--- src/rtl/alu_pkg.sv ---
// Shared definitions for the ALU command-issue slice: opcodes, FSM encoding,
// command record and opcode classification helpers.
package alu_pkg;

   localparam logic [3:0] OP_ADD  = 4'h0;
   localparam logic [3:0] OP_SUB  = 4'h1;
   localparam logic [3:0] OP_MUL  = 4'h2;
   localparam logic [3:0] OP_DIV  = 4'h3;
   localparam logic [3:0] OP_AND  = 4'h4;
   localparam logic [3:0] OP_OR   = 4'h5;
   localparam logic [3:0] OP_XOR  = 4'h6;
   localparam logic [3:0] OP_NOT  = 4'h7;
   localparam logic [3:0] OP_SHL  = 4'h8;
   localparam logic [3:0] OP_SHR  = 4'h9;
   localparam logic [3:0] OP_SEQ  = 4'hA;
   localparam logic [3:0] OP_IDLE = 4'hF;

   localparam logic [1:0] ST_IDLE = 2'd0;
   localparam logic [1:0] ST_CAPT = 2'd1;
   localparam logic [1:0] ST_RESP = 2'd2;

   localparam int CMD_W = 12;

   typedef struct packed {
      logic [3:0] opcode;
      logic [3:0] a;
      logic [3:0] b;
   } cmd_t;

   // 0xB-0xE are undefined; 0xF is the ALU's idle code and never accepted from users
   function automatic logic is_legal_op(input logic [3:0] op);
      return (op <= OP_SEQ);
   endfunction

   function automatic logic has_flags(input logic [3:0] op);
      return (op == OP_ADD) || (op == OP_SUB);
   endfunction

endpackage

--- src/rtl/alu_cmd_fifo.sv ---
// Synchronous command FIFO (DEPTH x WIDTH) with occupancy count.
// Push is ignored when full and pop when empty, regardless of the other side.
module alu_cmd_fifo #(
   parameter int DEPTH = 4,
   parameter int WIDTH = 12
) (
   input  logic                     clk,
   input  logic                     rst_n,
   input  logic                     push,
   input  logic                     pop,
   input  logic [WIDTH-1:0]         wr_data,
   output logic [WIDTH-1:0]         rd_data,
   output logic                     full,
   output logic                     empty,
   output logic [$clog2(DEPTH):0]   count
);

   localparam int AW = $clog2(DEPTH);
   localparam int CW = AW + 1;

   logic [WIDTH-1:0] mem [DEPTH];
   logic [AW-1:0]    wr_ptr;
   logic [AW-1:0]    rd_ptr;
   logic             do_push;
   logic             do_pop;

   assign full    = (count == CW'(DEPTH));
   assign empty   = (count == '0);
   assign do_push = push && !full;
   assign do_pop  = pop && !empty;
   assign rd_data = mem[rd_ptr];

   always_ff @(posedge clk) begin
      if (do_push) begin
         mem[wr_ptr] <= wr_data;
      end
   end

   // Pointers wrap naturally because DEPTH is a power of two
   always_ff @(posedge clk or negedge rst_n) begin
      if (!rst_n) begin
         wr_ptr <= '0;
         rd_ptr <= '0;
         count  <= '0;
      end else begin
         if (do_push) wr_ptr <= wr_ptr + 1'b1;
         if (do_pop)  rd_ptr <= rd_ptr + 1'b1;
         case ({do_push, do_pop})
            2'b10:   count <= count + 1'b1;
            2'b01:   count <= count - 1'b1;
            default: count <= count;
         endcase
      end
   end

endmodule

--- src/rtl/alu_cmd_issue.sv ---
// Command issue stage for the registered 4-bit ALU: queues commands, issues one at a time,
// returns result/flags on a valid/ready port. ALU_ISSUE_STATS_EN adds a response counter.
module alu_cmd_issue
   import alu_pkg::*;
#(
   parameter int DEPTH = 4
) (
   input  logic       clk,
   input  logic       rst_n,
   input  logic       cmd_valid,
   output logic       cmd_ready,
   input  logic [3:0] cmd_opcode,
   input  logic [3:0] cmd_a,
   input  logic [3:0] cmd_b,
   output logic [7:0] alu_operands,
   output logic [3:0] alu_opcode,
   input  logic [7:0] alu_result,
   input  logic [1:0] alu_flags,
   output logic       rsp_valid,
   input  logic       rsp_ready,
   output logic [7:0] rsp_result,
   output logic [1:0] rsp_flags,
   output logic       rsp_err
`ifdef ALU_ISSUE_STATS_EN
   ,
   output logic [7:0] stat_count
`endif
);

   localparam int CW = $clog2(DEPTH) + 1;

   logic [1:0]       state;
   logic [1:0]       state_next;
   logic [CMD_W-1:0] fifo_rd;
   logic [CW-1:0]    fifo_count;
   logic             fifo_full;
   logic             fifo_empty;
   logic             push;
   logic             pop;
   logic             load;
   logic             head_legal;
   cmd_t             head;

   assign cmd_ready  = (fifo_count != CW'(DEPTH));
   assign push       = cmd_valid && !fifo_full;
   assign head       = cmd_t'(fifo_rd);
   assign head_legal = is_legal_op(head.opcode);
   assign rsp_valid  = (state == ST_RESP);

   alu_cmd_fifo #(
      .DEPTH (DEPTH),
      .WIDTH (CMD_W)
   ) u_fifo (
      .clk     (clk),
      .rst_n   (rst_n),
      .push    (push),
      .pop     (pop),
      .wr_data ({cmd_opcode, cmd_a, cmd_b}),
      .rd_data (fifo_rd),
      .full    (fifo_full),
      .empty   (fifo_empty),
      .count   (fifo_count)
   );

   // Illegal heads walk through IDLE/CAPT like any other command but the ALU only ever sees OP_IDLE
   always_comb begin
      state_next   = state;
      alu_opcode   = OP_IDLE;
      alu_operands = 8'h00;
      pop          = 1'b0;
      load         = 1'b0;
      case (state)
         ST_IDLE: begin
            if (!fifo_empty) begin
               if (head_legal) begin
                  alu_opcode   = head.opcode;
                  alu_operands = {head.a, head.b};
               end
               state_next = ST_CAPT;
            end
         end
         ST_CAPT: begin
            if (head_legal) begin
               alu_opcode   = head.opcode;
               alu_operands = {head.a, head.b};
            end
            load       = 1'b1;
            pop        = 1'b1;
            state_next = ST_RESP;
         end
         ST_RESP: begin
            if (rsp_ready) state_next = ST_IDLE;
         end
         default: state_next = ST_IDLE;
      endcase
   end

   always_ff @(posedge clk or negedge rst_n) begin
      if (!rst_n) state <= ST_IDLE;
      else        state <= state_next;
   end

   // The ALU holds stale flags for non-ADD/SUB ops, so they are masked on capture
   always_ff @(posedge clk or negedge rst_n) begin
      if (!rst_n) begin
         rsp_result <= 8'h00;
         rsp_flags  <= 2'b00;
         rsp_err    <= 1'b0;
      end else if (load) begin
         if (head_legal) begin
            rsp_result <= alu_result;
            rsp_flags  <= has_flags(head.opcode) ? alu_flags : 2'b00;
            rsp_err    <= 1'b0;
         end else begin
            rsp_result <= 8'h00;
            rsp_flags  <= 2'b00;
            rsp_err    <= 1'b1;
         end
      end
   end

`ifdef ALU_ISSUE_STATS_EN
   always_ff @(posedge clk or negedge rst_n) begin
      if (!rst_n) begin
         stat_count <= 8'h00;
      end else if (rsp_valid && rsp_ready && (stat_count != 8'hFF)) begin
         stat_count <= stat_count + 8'h01;
      end
   end
`endif

endmodule

--- config.mk ---
export PLATFORM = sky130hd
export DESIGN_NAME = alu_cmd_issue
export DESIGN_NICKNAME = d
export VERILOG_FILES = /design/src/rtl/alu_pkg.sv /design/src/rtl/alu_cmd_fifo.sv /design/src/rtl/alu_cmd_issue.sv
export SDC_FILE = /design/constraint.sdc
export NUM_CORES = 1
export LEC_CHECK = 0
export BUFFER_PORTS_ARGS = -buffer_cell sky130_fd_sc_hd__clkbuf_2
export CAP_MARGIN = 40
export CORE_MARGIN = 2
export CORE_UTILIZATION = 45
export DETAILED_ROUTE_END_ITERATION = 7
export GPL_ROUTABILITY_DRIVEN = 1
export HOLD_SLACK_MARGIN = 0.02
export PLACE_DENSITY = 0.69
export SKIP_LAST_GASP = 1
export SYNTH_ARGS = -nofsm -noshare
export SYNTH_HDL_FRONTEND = slang
export SYNTH_SLANG_ARGS = --single-unit
--- constraint.sdc ---
create_clock -name clk -period 2.13 [get_ports clk]
set_input_delay 0 -clock clk [delete_from_list [all_inputs] [get_ports clk]]
set_output_delay 0 -clock clk [all_outputs]
set_load 0.05 [all_outputs]
# == Word-level counts from Yosys, hierarchy flattened ==
# Memories as Yosys holds them, arrays and structs flattened.
# Index checks and enable logic that the tools add are counted.
# classes
order_cmp,1
addsub,4
n_reduce_logical,11
mux,17
n_eq_ne,9
# ops
op,n
8-bit 2-to-1 mux,3
8-bit case mux with 2 select lines,1
2-bit 2-to-1 mux,4
4-bit 2-to-1 mux,2
4-bit case mux with 2 select lines,1
2-bit case mux with 3 select lines,1
3-bit case mux with 2 select lines,1
"2-bit by 1-bit adder with 2-bit output, second input constant",2
"2-bit by 1-bit == test with 1-bit output, second input constant",2
"2-bit == test, second input constant",2
"4-bit by 1-bit == test with 1-bit output, second input constant",1
"4-bit less-or-equal comparator, second input constant",1
4-bit zero test,1
1-bit 2-to-1 mux,4
"3-bit by 1-bit adder with 3-bit output, second input constant",1
"3-bit == test, second input constant",1
1-bit logical AND,3
3-bit zero test,1
"3-bit inequality test, second input constant",1
"3-bit by 1-bit subtractor with 3-bit output, second input constant",1
1-bit zero test,2
2-bit zero test,1
"2-bit by 1-bit inequality test with 1-bit output, second input constant",1
"2-bit inequality test, second input constant",1
other kinds (3),3
# totals
reg_bits,20
wordCells,50
ramBits,48
in_bits,26
mem_count,1
out_inout_bits,25
# mem_list
memory,depth,word_bits,read_ports,rd_clocked_by_memory_dff,write_ports,line_no,source
u_fifo.mem,4,12,1,0,1,alu_cmd_fifo.sv:21,logic [WIDTH-1:0] mem [DEPTH];

# == Longest topological paths before layout ==
# Gate-level depths: netlist of the first run.
# logic_depth
word_depth,6
depth_mapped,9

# == Cells and area by module ==
# A second synthesis of the first run with hierarchy kept.
# hier_totals
cells_unflattened,176
area_unflattened_um2,2870.3
# modules_own_cells
mod,n_inst,seq_area_each_um2,cells_per_inst,area_each_um2
alu_cmd_fifo,1,1616.6,100,2188.3
alu_cmd_issue,1,325.3,76,681.9

# == Worst setup path after synthesis of the first run ==
# Ideal clock, no wire load.
# synth_timing
kind,register -> register
startpoint,reg u_fifo.count[0]
endpoint,reg u_fifo.count[2]
path_buffers,0
path_slack_ps,-300
t_arrival_ps,2350
synth_period_minus_slack_ps,2430
required_time_ps,2051
path_stages_with_launch,10
path_cell_list,dfrtp_1 -> or3b_1 -> and2_1 -> inv_1 -> ha_1 -> inv_1 -> fa_1 -> xor2_1 -> nor2_1 -> xor2_1
# synth_via
elab_chain_cells,6
elab_cells_between_ends,13
cone_classes,2 x add/sub; 3 x eq/ne; 1 x mux; 7 x reduce/logical
# synth_lines
item,line_no,source
"start, declared",alu_cmd_fifo.sv:15,output logic [$clog2(DEPTH):0] count
"start signal, assigned",alu_cmd_fifo.sv:49,2'b10: count <= count + 1'b1;
"start signal, assigned",alu_cmd_fifo.sv:50,2'b01: count <= count - 1'b1;
"start signal, assigned",alu_cmd_fifo.sv:51,default: count <= count;
3-bit == test,alu_cmd_fifo.sv:27,assign full = (count == CW'(DEPTH));
1-bit zero test,"alu_cmd_fifo.sv:29, alu_cmd_issue.sv:45",
1-bit logical AND,alu_cmd_issue.sv:45,assign push = cmd_valid && !fifo_full;
1-bit logical AND,alu_cmd_fifo.sv:29,assign do_push = push && !full;
2-bit by 1-bit == test with 1-bit output / 2-bit == test (equally long branches),alu_cmd_fifo.sv:48,"case ({do_push, do_pop})"
3-bit case mux with 2 select lines / 2-bit nonzero test (equally long branches),--,
# Parallel ways exist; a longest one is shown, timed or not.
# A chain may end at the register's enable or synchronous reset.

# == Final worst setup path of the first run ==
# layout_timing
startpoint,reg u_fifo.rd_ptr[0]
endpoint,out alu_operands[3]
# layout_via
elab_chain_cells,5
# layout_lines
item,line_no,source
"start, declared",alu_cmd_fifo.sv:23,logic [AW-1:0] rd_ptr;
"start signal, assigned",alu_cmd_fifo.sv:47,if (do_pop) rd_ptr <= rd_ptr + 1'b1;
memory 4 x 12 bit (*),--,
4-bit less-or-equal comparator,alu_pkg.sv:32,return (op <= OP_SEQ);
8-bit 2-to-1 mux (*),"alu_cmd_issue.sv:75, alu_cmd_issue.sv:83",
8-bit 2-to-1 mux,alu_cmd_issue.sv:74,if (!fifo_empty) begin
8-bit case mux with 2 select lines (*),alu_cmd_issue.sv:72,case (state)
"end, declared",alu_cmd_issue.sv:15,"output logic [7:0] alu_operands,"
# Every way passes the cells marked *; elsewhere a longest branch is shown, timed or not.

==> results of run 1 <==
-- layer usage --
metal  part of all wire [%]  vias to the layer above
met1                     44                      873
met3                    4.9                        9
met4                    1.4                        0
li1                       -                      856
met5                      0                        -
met2                     50                       59
-- worst max path at each step --
stage / slack (ns) / from / cells after the start / to
finish: 0.06 / u_fifo.rd_ptr[0]$_DFFE_PN0P_ / 4 / alu_operands[3]
global route: -0.04 / u_fifo.rd_ptr[0]$_DFFE_PN0P_ / 4 / alu_operands[2]
CTS: 0.02 / u_fifo.rd_ptr[0]$_DFFE_PN0P_ / 4 / alu_operands[3]
detailed placement: 0.11 / u_fifo.count[1]$_DFFE_PN0P_ / 9 / u_fifo.count[2]$_DFFE_PN0P_
global placement: 0.13 / u_fifo.count[1]$_DFFE_PN0P_ / 9 / u_fifo.count[2]$_DFFE_PN0P_
floorplan: 0.03 / u_fifo.count[0]$_DFFE_PN0P_ / 9 / u_fifo.count[2]$_DFFE_PN0P_
-- critical path, stage by stage (launching register included) --
cell and delay, ns:
dfrtp_2 0.46, mux4_2 0.58, a21o_4 0.29, a21oi_2 0.23, buf_12 0.16
-- timing repair --
item,4_1_cts,5_1_grt
gates cloned,0,1
hold buffers,24,0
endpoints found under the hold margin,79,0
pin swaps,0,3
buffers inserted,0,2
setup endpoints to repair,11,12
resized for setup,10,2
-- cell usage after synthesis --
master	n
buf_8	1
edfxtp_1	48
xnor2_1	2
nor2b_1	1
dfrtp_1	20
a21oi_1	6
fa_1	1
a22o_1	1
inv_1	7
xor2_1	4
a21o_1	1
or3_1	2
nand3_1	1
nor3b_1	1
mux2i_1	9
o21ai_0	1
or3b_1	1
buf_4	1
mux2_2	1
nand2_1	5
mux4_2	12
buf_6	2
nor3_1	3
buf_1	1
a211oi_1	1
buf_2	3
clkbuf_1	3
o21ai_1	2
and2_1	2
ha_1	5
nor4_1	1
a21oi_2	10
nand2b_1	4
nor2_1	2
nand3b_1	8
and3_1	4
or4_1	1
-- registers in the layout, summed over array words and instances (netlist names) --
register,count
u_fifo.wr_ptr,2
rsp_flags,2
rsp_err,1
u_fifo.rd_ptr,2
state,2
u_fifo.count,3
rsp_result,8
u_fifo.mem,48
-- kinds of logic (layout without fill, tap and decap cells) --
family                     Yosys count  after routing
xor gates and xnor gates             6              6
muxes                               22             22
adders and majority gates            6              6
and+or+nand+nor                     36             36
buffers and inverters               18            113
AOI/OAI and AO/OA                   22             23
DFF                                 68             68
-- metrics by stage --
step / setup WS, ns / util [%] / instances / hold slack (ns)
floorplan: 0.0264 / - / 178 / -0.296
global placement: 0.128 / 54.5 / 308 / -0.0147
detailed placement: 0.105 / 54.5 / 308 / -0.00155
CTS: 0.0200 / 62.2 / 348 / 0.0213
global route: -0.0436 / 62.7 / 351 / 0.0607
finish: 0.0608 / 62.7 / 351 / 0.0413
-- layout make-up --
type,instances,area (um2)
timing repair buffer,90,731
inverter,7,26.3
clock inverter,6,88.8
multi-input combinational,93,945
tap,77,96.3
sequential,68,1940
fill,463,2350
clock buffer,10,128
==> key figures, run 1 <==
Synth
  • Compound-cell area share of the yosys netlist: under 10%
  • Synth cell types: 37
  • Post-synthesis net count: 210
  • Seq/Total Area, Yosys: ~66%
  • Top-area cell type share of the netlist area: 49.3%
  • XOR/XNOR Fraction of Synth Area: 1.80%
  • Synth top area cells: edfxtp_1 49%, dfrtp_1 17%, mux4_2 9.2%, mux2i_1 3.1%, a21oi_2 3.0%
  • Yosys top cell by area: edfxtp_1
  • Post-synthesis mux area share: 12.7%
  • Adder-Cell Fraction of Synth Area: roughly 2.8%
  • Avg Synthesized Cell Area: between 15 and 20 um2
  • Largest family of logic cells by synthesized area: multiplexers
  • Syn Inst Count: 178
  • Simple-gate share of the synthesized area: under 10%
  • Ys Warns: 0
  • Mapped cell area: around 2900 um2
  • #FFs+latches synth: 68

Clocking
  • Clock tree root buffer cell: clkbuf_8
  • CTS tree: built
  • Reg clk slew, reported paths: 0.07 ns
  • CTS Buf Count: 9
  • H-Tree Depth: 3
  • Clock Path Buffers: 2
  • Clock Latency Late Sink: 0.34 ns
  • Clock Sinks: 68

Global routing
  • First-pass GRT wire length: 9150 um
  • Met2 global-route usage: 27.7%
  • Vias in the first global route: 1878
  • Initial antenna violation count: 0
  • Global routing's busiest layer: met2
  • Global Route Usage Sum: approximately 17%
  • M1 GR Usage: 21.5%
  • Met3 usage: 4.33%
  • Global route overflow: 0
  • Largest net degree at the start of global routing: 21

Floorplan
  • Initial Util: 46.3%
  • Die width: 84.6 um
  • Die Y: about 85 um
  • Core Region: 6310 um2
  • Die Area: 7160 um2
  • Top Ports: 51
  • Rows: 29

Critical path
  • Crit path DAT: 2.07 ns
  • Worst r2r dst: u_fifo.count[2]$_DFFE_PN0P_
  • Reg2Reg Setup Slack: 0.13 ns
  • RR Startpoint: u_fifo.count[0]$_DFFE_PN0P_
  • Crit path required time: 2.13 ns
  • Maximum fanout along the worst path: 6
  • Crit. End Element: output pin
  • Worst setup SP type: flip-flop
  • R2R cell count: 9
  • Critical path type: reg -> out

Route
  • Vias: roughly 1800
  • Vias per inst: 5.12
  • Routed Antenna Nets: 0
  • Routed WL per cell: 16.2 um
  • Drt pass-1 iters: 4
  • Total Wirelength: 5690 um
  • DR DRC count: 0
  • Iteration-0 DRC Markers: 49

Cells and area
  • Post-route cell area: 3960 um2
  • Most common cell after layout, fill and taps aside: edfxtp_1
  • Layout area overhead: 35.4%
  • Commonest non-fill, non-tap cells in the layout: 48 x edfxtp_1, 41 x clkbuf_2, 24 x dlygate4sd3_1, 18 x dfrtp_1
  • Layout Nets: 301
  • Layout cells sized above 1: 44.2%
  • ANT cells: 0

Run
  • Max-Cap Viols: 0

Worst hold path
  • Hold path endpoint: u_fifo.wr_ptr[0]$_DFFE_PN0P_
  • Hold path cells: 3
  • Worst Hold Class: in -> reg
  • Hold_sp: cmd_valid

Timing
  • Clock Skew: 0.00484 ns
  • Crit share post-route: 97.1%
  • Slew @ Worst Pin: a little under 0.7 ns
  • Fin. Hold Viols: 0
  • Final Max Slew Viols: 0
  • Setup TNS Final: 0 ns
  • Slew HR: between 50% and 60%
  • Crit path time final: 2.07 ns
  • Fmax: approximately 480 MHz
  • Endpoints failing setup: 0
  • RSZ-0062 raised after global routing: true

Placed design
  • Dpl hpwl: roughly 3600 um
  • Port buffer count: 50
  • RD Place Congestion: 0.737
  • Placed Area: 3440 um2

Outcome
  • Outcome: finished clean
Power of run 1 is left out: the tool's default activity adds up to more than one toggle a clock period on the data nets, which glitch-free logic cannot reach.
==> run 2, diff against run 1 <==
--- a/config.mk
+++ b/config.mk
@@ -5,14 +5,15 @@
 export SDC_FILE = /design/constraint.sdc
 export NUM_CORES = 1
 export LEC_CHECK = 0
-export BUFFER_PORTS_ARGS = -buffer_cell sky130_fd_sc_hd__clkbuf_2
 export CAP_MARGIN = 40
 export CORE_MARGIN = 2
 export CORE_UTILIZATION = 45
 export DETAILED_ROUTE_END_ITERATION = 7
+export DONT_BUFFER_PORTS = 1
 export GPL_ROUTABILITY_DRIVEN = 1
+export GPL_TIMING_DRIVEN = 0
 export HOLD_SLACK_MARGIN = 0.02
-export PLACE_DENSITY = 0.69
+export PLACE_DENSITY = 0.62
 export SKIP_LAST_GASP = 1
 export SYNTH_ARGS = -nofsm -noshare
 export SYNTH_HDL_FRONTEND = slang
==> run 2 against run 1 <==
Against the previous run:
- the run now ends with setup timing left
- final area shrank 7.6%
- final cell count down 11%
- critical path depth grew 2
- worst setup slack worse by 0.10 ns
- die area stayed put
- first-iteration DRC count up 110%
- via count down 7.8%
- count of clock-buffer cells in the layout rose by 1
- global-route usage decreased by 0.65 points
- maximum frequency is 4.7% lower
- critical path type unchanged
- critical endpoint unchanged
- largest cell class unchanged
==> key figures, run 2 (synthesized netlist as in run 1, its figures left out) <==
Global routing
  • Largest net degree at the start of global routing: 21 (unchanged)
  • Global route overflow: 0 (unchanged)
  • Global Route Usage Sum: 16.4% (-0.65 points)
  • First-pass GRT wire length: 8700 um (-4.9%)
  • Initial antenna violation count: 0 (unchanged)
  • Vias in the first global route: 1823 (-2.9%)

Route
  • Drt pass-1 iters: 4 (unchanged)
  • Vias per inst: 5.33 (+4.1%)
  • DR DRC count: 0 (unchanged)
  • Vias: 1657 (-7.8%)
  • Routed Antenna Nets: 0 (unchanged)
  • Routed WL per cell: 17.9 um (+10%)
  • Iteration-0 DRC Markers: 105 (+110%)
  • Total Wirelength: 5560 um (-2.3%)

Cells and area
  • Layout cells sized above 1: 32.5% (-12 points)
  • Layout area overhead: 25.1%
  • Post-route cell area: 3660 um2 (-7.6%)
  • Register area: 1940 um2 (about the same)
  • Most common cell after layout, fill and taps aside: edfxtp_1
  • Top reg by flops: u_fifo.mem
  • Largest register FFs: 48 (unchanged)
  • Layout Nets: 261 (-13%)
  • Top flop regs: u_fifo.mem: 48 flops, rsp_result: 8 flops, u_fifo.count: 3 flops
  • Multi-input gate area: 956 um2 (+1.2%)
  • Commonest non-fill, non-tap cells in the layout: 48 x edfxtp_1, 26 x dlygate4sd3_1, 19 x dfrtp_1, 14 x a21oi_2, 14 x buf_4
  • Fill cell count: 502 (+8.4%)
  • ANT cells: 0 (unchanged)

Floorplan
  • Top Ports: 51 (unchanged)
  • Rows: 29 (unchanged)
  • Die width: 84.6 um (unchanged)
  • Die Area: 7160 um2 (unchanged)
  • Die Y: 84.6 um (unchanged)
  • Initial Util: 46.3% (unchanged)
  • Core Region: 6310 um2 (unchanged)

Timing
  • Slew HR: 53.9% (-0.64 points)
  • RSZ-0062 raised after global routing: true
  • Crit path time final: 2.17 ns (+0.102 ns)
  • Clock Skew: 0.00935 ns (+0.00451 ns)
  • Fmax: 461 MHz (-4.7%)
  • Endpoints failing setup: 3 (+3)
  • Final Max Slew Viols: 0 (unchanged)
  • Slew @ Worst Pin: 0.691 ns (+0.0159 ns)
  • Crit share post-route: 102% (+4.8 points)
  • Fin. Hold Viols: 0 (unchanged)
  • Final setup margin: -0.0412 ns (-0.102 ns)

Critical path
  • RR Startpoint: u_fifo.count[1]$_DFFE_PN0P_
  • Maximum fanout along the worst path: 8 (+2)
  • Crit path required time: 2.13 ns (about the same)
  • CP Launch Point: u_fifo.rd_ptr[0]$_DFFE_PN0P_
  • Buf/Inv on CP: 3 (+2)
  • Crit path DAT: 2.17 ns (+0.10 ns)
  • CP cell instances: buf_6 > mux4_2 > a21o_1 > buf_6 > buf_12 > a21oi_4
  • CP most frequent cell: buf_6
  • CP max stage delay: 0.55 ns (-0.03 ns)
  • Worst setup SP type: flip-flop
  • CP max stage cell: mux4_2
  • Kind of cell adding the most delay to the critical path: multiplexers
  • Crit. End Element: output pin
  • Critical path type: reg -> out

Run
  • Max-Cap Viols: 0 (unchanged)

Outcome
  • Failing checks: setup timing
  • Outcome: complete, but fails checks

Clocking
  • Clock Path Buffers: 2 (unchanged)
  • CTS Buf Count: 9 (unchanged)
  • Reg clk slew, reported paths: 0.07 ns (about the same)
  • Clock Latency Late Sink: 0.34 ns (about the same)
  • CTS tree: built
  • H-Tree Depth: 3 (unchanged)
  • Clock tree root buffer cell: clkbuf_8
  • Clock Sinks: 68 (unchanged)

Placed design
  • RD Place Congestion: 0.753 (+2.2%)
  • Port buffer count: 0 (-100%)
  • Placed Area: 3090 um2 (-10%)
  • Dpl hpwl: 3550 um (-2.0%)

Worst hold path
  • Worst Hold Class: in -> reg
  • Hold_sp: cmd_valid
==> run 2: area by class of cell <==
class	count	area share (%)
inverters	7	0.718
well taps	77	2.63
clock inverters	5	0.787
clock buffers	11	3.59
multi-input cells	92	26.1
flip-flops and latches	68	53.1
plain buffers	10	2.50
repair buffers	41	10.5
==> run 2: final timing paths <==
check / end / cells after the start / slack, ns
worst max register to register: u_fifo.count[2]$_DFFE_PN0P_ / 9 / -0.01
worst max-delay path: alu_operands[3] / 6 / -0.04
max in group asynchronous: u_fifo.count[0]$_DFFE_PN0P_ / 3 / 1.15
worst min register to register: state[0]$_DFFE_PN0P_ / 1 / 0.54
worst min-delay path: u_fifo.mem[2][8]$_DFFE_PP_ / 1 / 0.27
min in group asynchronous: rsp_result[3]$_DFFE_PN0P_ / 2 / 0.55
==> run 2: stage by stage <==
stage | hold WS [ns] | std cells | utilization [%] | TNS (ns) | setup slack, ns
after floorplan | -0.296 | 178 | - | 0 | 0.0264
after global placement | -0.295 | 255 | 48.2 | -0.332 | -0.0616
after detailed placement | -0.295 | 261 | 48.9 | -0.0969 | -0.0969
after CTS | 0.253 | 308 | 56.5 | -0.111 | -0.0434
after global routing | 0.279 | 311 | 57.9 | -0.421 | -0.142
final | 0.271 | 311 | 57.9 | -0.0926 | -0.0412
==> run 2: metal layers <==
layer  track usage, %  up-vias  routed length (um)  part of all wire (%)
li1                 -      771                   -                     -
met1             19.4      817                2350                    42
met2             28.4       59                2780                    50
met3             3.74       10                 324                   5.8
met4             7.36        0                 107                   1.9
met5                0        -                   0                     0
==> run 2: what timing repair did <==
| item | 4_1_cts | 5_1_grt |
|---|---|---|
| endpoints found under the setup margin | 8 | 13 |
| gates resized for setup | 6 | 16 |
| pin swaps | 6 | 6 |
| hold endpoints to repair | 80 | 6 |
| setup buffers | 6 | 2 |
| hold buffers | 25 | 1 |
Power of run 2 is left out for the same reason.
==> run 3, diff against run 2 <==
==> constraint.sdc (replaced) <==
create_clock -name clk -period 2.13 [get_ports clk]
set_input_delay 0.1065 -clock clk [delete_from_list [all_inputs] [get_ports clk]]
set_output_delay 0.1065 -clock clk [all_outputs]
set_load 0.05 [all_outputs]
==> run 3 against run 2 <==
Against the previous run:
- the run still ends with setup timing left
- count of clock-buffer cells in the layout is 1 lower
- final area is 3.7% higher
- register-to-register slack hardly changed
- worst setup slack worse by 0.090 ns
- wire length is 8.3% higher
==> key figures, run 3 (synthesized netlist as in run 1, its figures left out) <==
Outcome
  • Outcome: complete, but fails checks
  • Failing checks: setup timing

Floorplan
  • Core Region: 6310 um2 (unchanged)
  • Initial Util: 46.3% (unchanged)
  • Die width: 84.6 um (unchanged)
  • Die Area: 7160 um2 (unchanged)
  • Rows: 29 (unchanged)
  • Top Ports: 51 (unchanged)
  • Die Y: 84.6 um (unchanged)

Timing
  • Final setup margin: -0.131 ns (-0.0900 ns)
  • Final Max Slew Viols: 0 (unchanged)
  • Slew HR: 53.6% (-0.29 points)
  • Fmax: 442 MHz (-4.0%)
  • Crit path time final: 2.26 ns (+0.0900 ns)
  • Clock Skew: 0.00939 ns (+0.0000408 ns)
  • Slew @ Worst Pin: 0.695 ns (+0.00439 ns)
  • RSZ-0062 raised after global routing: true
  • Hold slack: 0.206 ns (-0.0648 ns)
  • Fin. Hold Viols: 0 (unchanged)
  • Endpoints failing setup: 9 (+6)
  • Crit share post-route: 106% (+4.2 points)

Critical path
  • CP most frequent cell: buf_6
  • CP max stage delay: 0.54 ns (about the same)
  • R2R cell count: 9 (unchanged)
  • WP depth: 6 (unchanged)
  • CP Launch Point: u_fifo.rd_ptr[0]$_DFFE_PN0P_
  • CP max stage cell: mux4_2
  • Critical path type: reg -> out
  • Crit. End Element: output pin
  • Buf/Inv on CP: 3 (unchanged)
  • Crit path DAT: 2.15 ns (-0.02 ns)
  • Maximum fanout along the worst path: 8 (unchanged)
  • CP cell instances: buf_6 > mux4_2 > a21o_1 > buf_6 > buf_12 > a21oi_4
  • Critical Path Sink: alu_operands[3]
  • Worst setup SP type: flip-flop
  • Reg2Reg Setup Slack: 0 ns (about the same)
  • Kind of cell adding the most delay to the critical path: multiplexers
  • Worst r2r dst: u_fifo.count[2]$_DFFE_PN0P_
  • Crit path required time: 2.02 ns (-0.11 ns)
  • RR Startpoint: u_fifo.count[0]$_DFFE_PN0P_

Worst hold path
  • Worst Hold Class: in -> reg

Route
  • Vias per inst: 5.39 (+1.2%)
  • Iteration-0 DRC Markers: 112 (+6.7%)
  • Vias: 1710 (+3.2%)
  • Routed WL per cell: 19.0 um (+6.3%)
  • Drt pass-1 iters: 4 (unchanged)
  • Total Wirelength: 6020 um (+8.3%)
  • Routed Antenna Nets: 0 (unchanged)
  • DR DRC count: 0 (unchanged)

Cells and area
  • Top reg by flops: u_fifo.mem
  • Commonest non-fill, non-tap cells in the layout: 48 x edfxtp_1, 25 x dlygate4sd3_1, 19 x buf_4, 19 x dfrtp_1, 12 x mux4_2
  • Top flop regs: u_fifo.mem: 48 flops, rsp_result: 8 flops, u_fifo.count: 3 flops
  • Most common cell after layout, fill and taps aside: edfxtp_1
  • Fill cell count: 474 (-5.6%)
  • Fin cells: 317 (+1.9%)
  • Layout area overhead: 29.7%
  • ANT cells: 0 (unchanged)
  • Layout cells sized above 1: 33.8% (+1.3 points)
  • Largest register FFs: 48 (unchanged)
  • Layout Nets: 267 (+2.3%)

Placed design
  • Dpl hpwl: 3700 um (+4.2%)
  • Place WS: -0.169 ns (-0.0718 ns)
  • RD Place Congestion: 0.807 (+7.2%)
  • Placed insts: 261 (unchanged)
  • Port buffer count: 0 (unchanged)

Global routing
  • First-pass GRT wire length: 9320 um (+7.1%)
  • Largest net degree at the start of global routing: 21 (unchanged)
  • Initial antenna violation count: 0 (unchanged)
  • Global Route Usage Sum: 17.8% (+1.5 points)
  • Vias in the first global route: 1828 (+0.27%)
  • Global route overflow: 0 (unchanged)

Run
  • Max-Cap Viols: 0 (unchanged)

Clocking
  • Clock tree root buffer cell: clkbuf_8
  • Clock Sinks: 68 (unchanged)
  • CTS Buf Count: 9 (unchanged)
  • Clock Path Buffers: 2 (unchanged)
  • Clock Latency Late Sink: 0.34 ns (about the same)
  • CTS tree: built
  • Reg clk slew, reported paths: 0.07 ns (about the same)
  • H-Tree Depth: 3 (unchanged)
run 3: cell types whose count changed in the layout (fill, tap and decap cells not counted), sizes merged:
cell         delta
dlygate4sd3     -1
clkinv          -1
bufinv          +2
clkbuf          -2
bufbuf          +1
buf             +7
run 3: worst min-delay path: cells and delay by family:
kind	cells	cell delay, ns
xor gates and xnor gates	1	0.06
and+or+nand+nor	1	0.14
buffers and inverters	2	0.21
run 3: worst min-delay path by stage:
stage,from,end,slack [ns],depth (start not counted)
after detailed placement,rst_n,rsp_result[7]$_DFFE_PN0P_,-0.19,0
after global placement,rst_n,rsp_err$_DFFE_PN0P_,-0.19,0
after global routing,cmd_valid,u_fifo.wr_ptr[0]$_DFFE_PN0P_,0.20,4
final,cmd_valid,u_fifo.wr_ptr[0]$_DFFE_PN0P_,0.21,4
after floorplan,rst_n,rsp_err$_DFFE_PN0P_,-0.19,0
after CTS,cmd_valid,u_fifo.wr_ptr[0]$_DFFE_PN0P_,0.08,3
run 3: layer usage:
metal | global-route usage (%) | up-vias | part of all wire (%)
met5 | 0 | - | 0
met4 | 6.93 | 0 | 1.1
met3 | 5.90 | 6 | 5.7
met2 | 31.4 | 57 | 54
met1 | 20.1 | 866 | 39
li1 | - | 781 | -
run 3: stage by stage:
step                      TNS [ns]  utilization, %  instance area, um2
final                       -0.658            60.1                3790
after global routing         -1.88            60.1                3790
after CTS                    -1.18            58.6                3700
after detailed placement    -0.169            48.6                3070
after global placement       -1.06            47.9                3030
after floorplan             -0.217               -                2930
run 3: repair_timing:
item,in CTS,in global routing
pin swaps,8,11
resized for setup,18,11
hold buffers,24,1
gates cloned,1,0
setup endpoints to repair,13,13
hold endpoints to repair,79,2
setup buffers,10,4
run 3: layout make-up:
| class | instances | area, um2 | share of cell area, % |
|---|---|---|---|
| sequential | 68 | 1940 | 51.2 |
| multi-input combinational | 92 | 971 | 25.6 |
| timing repair buffer | 47 | 455 | 12.0 |
| clock buffer | 10 | 128 | 3.37 |
| tap | 77 | 96.3 | 2.54 |
| clock inverter | 6 | 88.8 | 2.34 |
| buffer | 10 | 81.3 | 2.14 |
| inverter | 7 | 28.8 | 0.759 |
Power of run 3 is left out for the same reason.
